[src/rtl/string_receiver.sv]
// string_receiver: decodes the single-wire LED string protocol.
// Each high pulse on sdi is measured in clock cycles. Short pulses are zeros,
// long pulses are ones, and 24 bits (MSB first) form one pixel. A long low
// period ends the frame and reports how many complete pixels it contained.
//
// Build option: define STRING_RECEIVER_GLITCH_FILTER_EN to add a 3-sample
// stability filter after the synchroniser. Without it, 1- and 2-cycle highs
// are reported on bit_err. With it, they are ignored.
//
// FSM: SYNC -> IDLE -> HIGH <-> LOW. Any error returns to SYNC, which waits
// for a full latch-length low before pixels are decoded again.
module string_receiver #(
  parameter int CLK_PERIOD_NS = 50,
  parameter int HIGH_MIN_NS   = 150,
  parameter int BIT_THRESH_NS = 600,
  parameter int HIGH_MAX_NS   = 1000,
  parameter int LATCH_NS      = 50000,
  parameter int COUNT_WIDTH   = 12
) (
  input  logic                   clk,
  input  logic                   reset,
  input  logic                   sdi,
  output logic [23:0]            pixel_data,
  output logic                   pixel_data_valid,
  output logic                   frame_end,
  output logic [COUNT_WIDTH-1:0] pixel_count,
  output logic                   bit_err,
  output logic                   busy
);

  // Timing thresholds in clock cycles (integer division of the ns values).
  localparam int HIGH_MIN   = HIGH_MIN_NS / CLK_PERIOD_NS;
  localparam int BIT_THRESH = BIT_THRESH_NS / CLK_PERIOD_NS;
  localparam int HIGH_MAX   = HIGH_MAX_NS / CLK_PERIOD_NS;
  localparam int LATCH      = LATCH_NS / CLK_PERIOD_NS;

  // The width counter only needs to reach the longest threshold (the latch).
  localparam int WIDTH_W = $clog2(LATCH + 1);

  localparam logic [WIDTH_W-1:0] HIGH_MIN_W   = WIDTH_W'(HIGH_MIN);
  localparam logic [WIDTH_W-1:0] BIT_THRESH_W = WIDTH_W'(BIT_THRESH);
  localparam logic [WIDTH_W-1:0] HIGH_MAX_W   = WIDTH_W'(HIGH_MAX);
  localparam logic [WIDTH_W-1:0] LATCH_W      = WIDTH_W'(LATCH);

  localparam logic [COUNT_WIDTH-1:0] COUNT_MAX = {COUNT_WIDTH{1'b1}};

  typedef enum logic [1:0] {
    ST_SYNC = 2'd0,
    ST_IDLE = 2'd1,
    ST_HIGH = 2'd2,
    ST_LOW  = 2'd3
  } state_t;

  state_t               state;
  logic                 sync_1;
  logic                 sync_2;
  logic                 line;
  logic                 line_prev;
  logic                 rise;
  logic                 fall;
  logic [WIDTH_W-1:0]   width_cnt;
  logic [4:0]           bit_cnt;
  // Holds the first 23 bits of a pixel; the 24th bit goes straight into
  // pixel_data together with these.
  logic [22:0]          shift;
  logic [COUNT_WIDTH-1:0] frame_cnt;
  logic                 new_bit;

  // Two-flop synchroniser for the asynchronous serial input.
  always_ff @(posedge clk) begin
    if (reset) begin
      sync_1 <= 1'b0;
      sync_2 <= 1'b0;
    end else begin
      sync_1 <= sdi;
      sync_2 <= sync_1;
    end
  end

`ifdef STRING_RECEIVER_GLITCH_FILTER_EN
  logic hist_1;
  logic hist_2;
  logic filt_q;

  // Sample history and held filter output; the line only moves once three
  // consecutive synchronised samples agree, so both edges of a pulse are
  // delayed equally and its measured width is preserved.
  always_ff @(posedge clk) begin
    if (reset) begin
      hist_1 <= 1'b0;
      hist_2 <= 1'b0;
      filt_q <= 1'b0;
    end else begin
      hist_1 <= sync_2;
      hist_2 <= hist_1;
      filt_q <= line;
    end
  end

  assign line = ((sync_2 == hist_1) && (hist_1 == hist_2)) ? sync_2 : filt_q;
`else
  assign line = sync_2;
`endif

  // Registered copy of the line for edge detection.
  always_ff @(posedge clk) begin
    if (reset) begin
      line_prev <= 1'b0;
    end else begin
      line_prev <= line;
    end
  end

  assign rise = line & ~line_prev;
  assign fall = ~line & line_prev;

  // Length of the current level. The edge cycle is the first cycle of the new
  // level, so the counter restarts at 1 and equals the completed width when
  // the following edge arrives. Saturates at the latch length.
  always_ff @(posedge clk) begin
    if (reset) begin
      width_cnt <= '0;
    end else if (rise || fall) begin
      width_cnt <= WIDTH_W'(1);
    end else if (width_cnt < LATCH_W) begin
      width_cnt <= width_cnt + 1'b1;
    end
  end

  // Decoded bit value of a high pulse that is ending now.
  assign new_bit = (width_cnt >= BIT_THRESH_W);

  // Protocol FSM with registered outputs; pulses default low every cycle.
  always_ff @(posedge clk) begin
    if (reset) begin
      state            <= ST_SYNC;
      bit_cnt          <= '0;
      shift            <= '0;
      frame_cnt        <= '0;
      pixel_data       <= '0;
      pixel_data_valid <= 1'b0;
      frame_end        <= 1'b0;
      pixel_count      <= '0;
      bit_err          <= 1'b0;
      busy             <= 1'b0;
    end else begin
      pixel_data_valid <= 1'b0;
      frame_end        <= 1'b0;
      bit_err          <= 1'b0;

      case (state)
        // Wait for a full latch-length low. A rise that arrives right as the
        // low completes is the start of a real pulse, so it is not dropped.
        ST_SYNC: begin
          if (!line_prev && (width_cnt >= LATCH_W)) begin
            if (rise) begin
              state <= ST_HIGH;
              busy  <= 1'b1;
            end else begin
              state <= ST_IDLE;
            end
          end
        end

        ST_IDLE: begin
          if (rise) begin
            state <= ST_HIGH;
            busy  <= 1'b1;
          end
        end

        ST_HIGH: begin
          if (width_cnt >= HIGH_MAX_W) begin
            // Line held high too long: abandon the pixel and resynchronise.
            bit_err <= 1'b1;
            bit_cnt <= '0;
            state   <= ST_SYNC;
            busy    <= 1'b0;
          end else if (fall) begin
            if (width_cnt < HIGH_MIN_W) begin
              // Glitch: discard the partial pixel and resynchronise.
              bit_err <= 1'b1;
              bit_cnt <= '0;
              state   <= ST_SYNC;
              busy    <= 1'b0;
            end else begin
              shift <= {shift[21:0], new_bit};
              if (bit_cnt == 5'd23) begin
                pixel_data       <= {shift, new_bit};
                pixel_data_valid <= 1'b1;
                bit_cnt          <= '0;
                if (frame_cnt != COUNT_MAX) begin
                  frame_cnt <= frame_cnt + 1'b1;
                end
              end else begin
                bit_cnt <= bit_cnt + 5'd1;
              end
              state <= ST_LOW;
            end
          end
        end

        ST_LOW: begin
          if (width_cnt >= LATCH_W) begin
            // Latch seen: publish the frame and report any dangling bits.
            frame_end   <= 1'b1;
            pixel_count <= frame_cnt;
            frame_cnt   <= '0;
            bit_cnt     <= '0;
            if (bit_cnt != 5'd0) begin
              bit_err <= 1'b1;
            end
            if (rise) begin
              state <= ST_HIGH;
            end else begin
              state <= ST_IDLE;
              busy  <= 1'b0;
            end
          end else if (rise) begin
            state <= ST_HIGH;
          end
        end

        default: begin
          state <= ST_SYNC;
          busy  <= 1'b0;
        end
      endcase
    end
  end

endmodule
[config.mk]
export PLATFORM = sky130hd
export DESIGN_NAME = string_receiver
export DESIGN_NICKNAME = d
export VERILOG_FILES = /design/src/rtl/string_receiver.sv
export SDC_FILE = /design/constraint.sdc
export NUM_CORES = 1
export LEC_CHECK = 0
export CORE_MARGIN = 4
export CORE_UTILIZATION = 45
export CTS_CLUSTER_DIAMETER = 40
export DETAILED_ROUTE_END_ITERATION = 10
export GPL_TIMING_DRIVEN = 0
export HOLD_SLACK_MARGIN = 0.02
export PLACE_DENSITY = 0.69
export SYNTH_ARGS = -nofsm -noshare
export SYNTH_HDL_FRONTEND = slang
export SYNTH_SLANG_ARGS = --single-unit
[constraint.sdc]
create_clock -name clk -period 1.9 [get_ports clk]
set_input_delay 0.285 -clock clk [delete_from_list [all_inputs] [get_ports clk]]
set_output_delay 0.285 -clock clk [all_outputs]
set_load 0.005 [all_outputs]
==> metrics.csv <==
stage;metric;value;unit
outcome;status;finished with violations;
outcome;failing checks;setup timing;
sta;setup TNS;-17.4;ps
sta;post-layout min period;1910;ps
place;Port Buffers;42;
sta;period utilisation layout;1.01;
floorplan;Starting Density;0.463;
sta;Post-Route Skew;13.2;ps
floorplan;die height;99.9;µm
clocking;clk slew on worst S/H paths;90;ps
pwr;Max IR drop VDD;475;µV
pwr;Pwr Density;711;nW/µm²
floorplan;area of the die;9980;µm²
critical_path;Critical Path RT;2190;ps
logic_synthesis;Compound-Gate Fraction of Synth Area;0.141;
logic_synthesis;Avg Inst Size Synth;8.05;µm²
critical_path;worst setup path start;width_cnt[8];
routing;Starting DRT DRC Count;125;
sta;Hold Violations, Final;0;
clocking;CTS Sinks;95;
routing;DRT Wirelength;8620;µm
global_route;vias in the first global route;2956;
critical_path;CP endpoint;frame_cnt[5];
routing;wire per inst;13.4;µm
pwr;logic gate share of total power;0.035;
cells_and_area;Layout area overhead;28.1;%
pwr;power share of the clock group;0.386;
floorplan;Core Region;8220;µm²
critical_path;arrival time worst endpoint;2210;ps
logic_synthesis;Post-synth ARST share;0;
cells_and_area;commonest non-fill, non-tap cell in the layout;nand2_1;
global_route;Total GRT Usage;0.172;
floorplan;I/O Pins;43;
flow_run;max_cap viols;0;
cells_and_area;register area;1930;µm²
routing;post-route ant nets;0;
sta;Least-Margin Pin Slew;534;ps
logic_synthesis;ranking of synthesized cells by area;dfxtp_1 50%, nand2_1 13%, a21oi_1 9.1%;
cells_and_area;non-filler cells, final;644;
sta;max_slew headroom;0.644;
logic_synthesis;Synth Area in Adders;0.0230;
pwr;internal power;2.69;mW
place;placed cell area;4360;µm²
logic_synthesis;synthesized area;3800;µm²
logic_synthesis;Warnings, synthesis;0;
hold_path;hold path start;sync_1;
cells_and_area;Finished Core Util;0.593;
global_route;largest net degree at the start of global routing;16;
logic_synthesis;top-area cell type share of the netlist area;0.500;
sta;Fmax;523;MHz
cells_and_area;Post-layout nets;544;
logic_synthesis;largest family of logic cells by synthesized area;simple AND/OR/NAND/NOR gates;
clocking;Root Buffer;clkbuf_8;
sta;RSZ-0062 raised after global routing;yes;
pwr;switching portion of total power;0.223;
cells_and_area;most frequent cells in the layout;128 x nand2_1, 82 x dfxtp_1, 69 x a21oi_1, 42 x clkdlybuf4s50_1, 29 x nor2_1;
cells_and_area;share of layout cells above drive strength 1;0.150;
critical_path;FF-to-FF setup slack;-10;ps
logic_synthesis;Mapped Cells;472;
routing;Pre-Repair DR Iteration Count;4;
place;dpl ws;-312;ps
critical_path;crit-path max FO;5;
logic_synthesis;mux cell area share after synthesis;0.00560;
logic_synthesis;Post-Synth Simple-Gate Area;0.267;
critical_path;WS Path Type;register to register;
logic_synthesis;EDFF count, synth;0;
critical_path;Critical Path End Type;register;
logic_synthesis;top_reg_cell synth;dfxtp_1;
critical_path;R2R depth;5;
clocking;CTS tree;built;
logic_synthesis;cell taking the most area after synthesis;dfxtp_1;
pwr;leakage power;1.62;nW
pwr;power share of the sequential group;0.579;
clocking;clock latency on the worst-skew pair;360;ps
global_route;total global routing overflow;0;
critical_path;RR Startpoint;width_cnt[8];
routing;DRC Markers;0;
routing;Vias per Instance;5.22;
floorplan;# rows;33;
cells_and_area;fill cell count;745;
place;placed cells;619;
floorplan;die width;99.9;µm
logic_synthesis;Yosys reg bits;95;
cells_and_area;multi-input logic area;1920;µm²
critical_path;worst r2r dst;frame_cnt[5];
pwr;switching pwr;0.771;mW
logic_synthesis;Netlist cell types;46;
sta;final worst setup slack;-13.3;ps
critical_path;Setup crit start kind;register;
clocking;H-tree levels;3;
place;HPWL after DPL;5870;µm
cells_and_area;number of diodes;0;
logic_synthesis;syn nets;482;
place;Final GP Congestion;0.874;
sta;max-slew violations;0;
clocking;clk buf depth;2;
hold_path;Worst Hold Class;register to register;
global_route;first-pass GRT wire length;13900;µm
logic_synthesis;xor/xnor cell area share of the yosys netlist;0.0253;
clocking;number of CTS-inserted buffers;9;
logic_synthesis;register area share after synthesis;0.500;
routing;vias;3362;
global_route;initial antenna violation count;0;
sta;Final Setup Violations;2;
cells_and_area;fin area;4870;µm²
[routing by layer]
layer / wire length, µm / global-route usage / up-vias
met2: 4070 / 0.273 / 68
met3: 464 / 0.0493 / 9
met5: 0 / 0 / -
met4: 102 / 0.0515 / 0
li1: - / - / 1727
met1: 3980 / 0.229 / 1558
[critical path, stage by stage, from the launching register on]
cell,delay [ps]
dfxtp_2,350
nor3_4,260
nand4_4,200
or4_4,590
or3_1,320
a21oi_1,120
[layout make-up]
type | count | share of cell area
well taps | 105 | 0.0270
multi-input cells | 341 | 0.394
repair buffers | 53 | 0.106
plain buffers | 21 | 0.0277
inverters | 13 | 0.0100
clock inverters | 4 | 0.0108
clock buffers | 12 | 0.0298
flip-flops and latches | 95 | 0.395
[through the flow]
stage	hold slack, ps	total power [mW]
floorplan	413	2.12
global placement	418	2.15
detailed placement	428	2.16
CTS	453	3.51
global route	471	3.61
finish	444	3.46
[registers in the layout, indices dropped and copies added, names as in the netlist]
name / cells
bit_err: 1
line: 1
line_prev: 1
state: 2
pixel_data: 24
bit_cnt: 5
busy: 1
pixel_data_valid: 1
frame_cnt: 12
frame_end: 1
width_cnt: 10
sync_1: 1
shift: 23
pixel_count: 12
[Yosys cell counts, types with 4 or more instances]
cell      number
nand2_1      130
dfxtp_1       95
a21oi_1       69
nor2_1        31
nand3_1       19
clkbuf_1      16
inv_1         13
nor3_1         9
buf_2          7
ha_1           7
nor4_1         7
xnor2_1        7
o21ai_0        6
nand4_1        4
xor2_1         4
[cells by family after synthesis]
kind of cell | Yosys count
muxes | 2
and+or+nand+nor | 226
xor gates and xnor gates | 11
DFF | 95
buffers and inverters | 36
adders and majority gates | 7
AOI/OAI and AO/OA | 95
[timing repair]
| item | in CTS | in global routing |
|---|---|---|
| resized for setup | 35 | 32 |
| setup endpoints to repair | 58 | 67 |
| setup buffers | 7 | 4 |
| hold buffers | 0 | 0 |
| endpoints found under the hold margin | 0 | 0 |
| pin swaps | 7 | 7 |
[power by group through the flow]
stage          logic [mW]  clock network, mW  registers, mW
5_1_grt             0.135               1.47           2.01
4_1_cts             0.117               1.39           2.01
3_3_place_gp       0.0974                  0           2.06
3_5_place_dp       0.0991                  0           2.06
2_1_floorplan      0.0654                  0           2.05
6_report            0.122               1.34           2.01
[worst min-delay path by stage]
| stage | endpoint | slack (ps) | cells past startpoint |
|---|---|---|---|
| floorplan | sync_1 | 410 | 1 |
| global placement | line | 420 | 1 |
| detailed placement | line | 430 | 1 |
| CTS | line | 450 | 1 |
| global route | sync_1 | 470 | 2 |
| finish | line | 440 | 1 |
(Power assumes the default switching activity.)
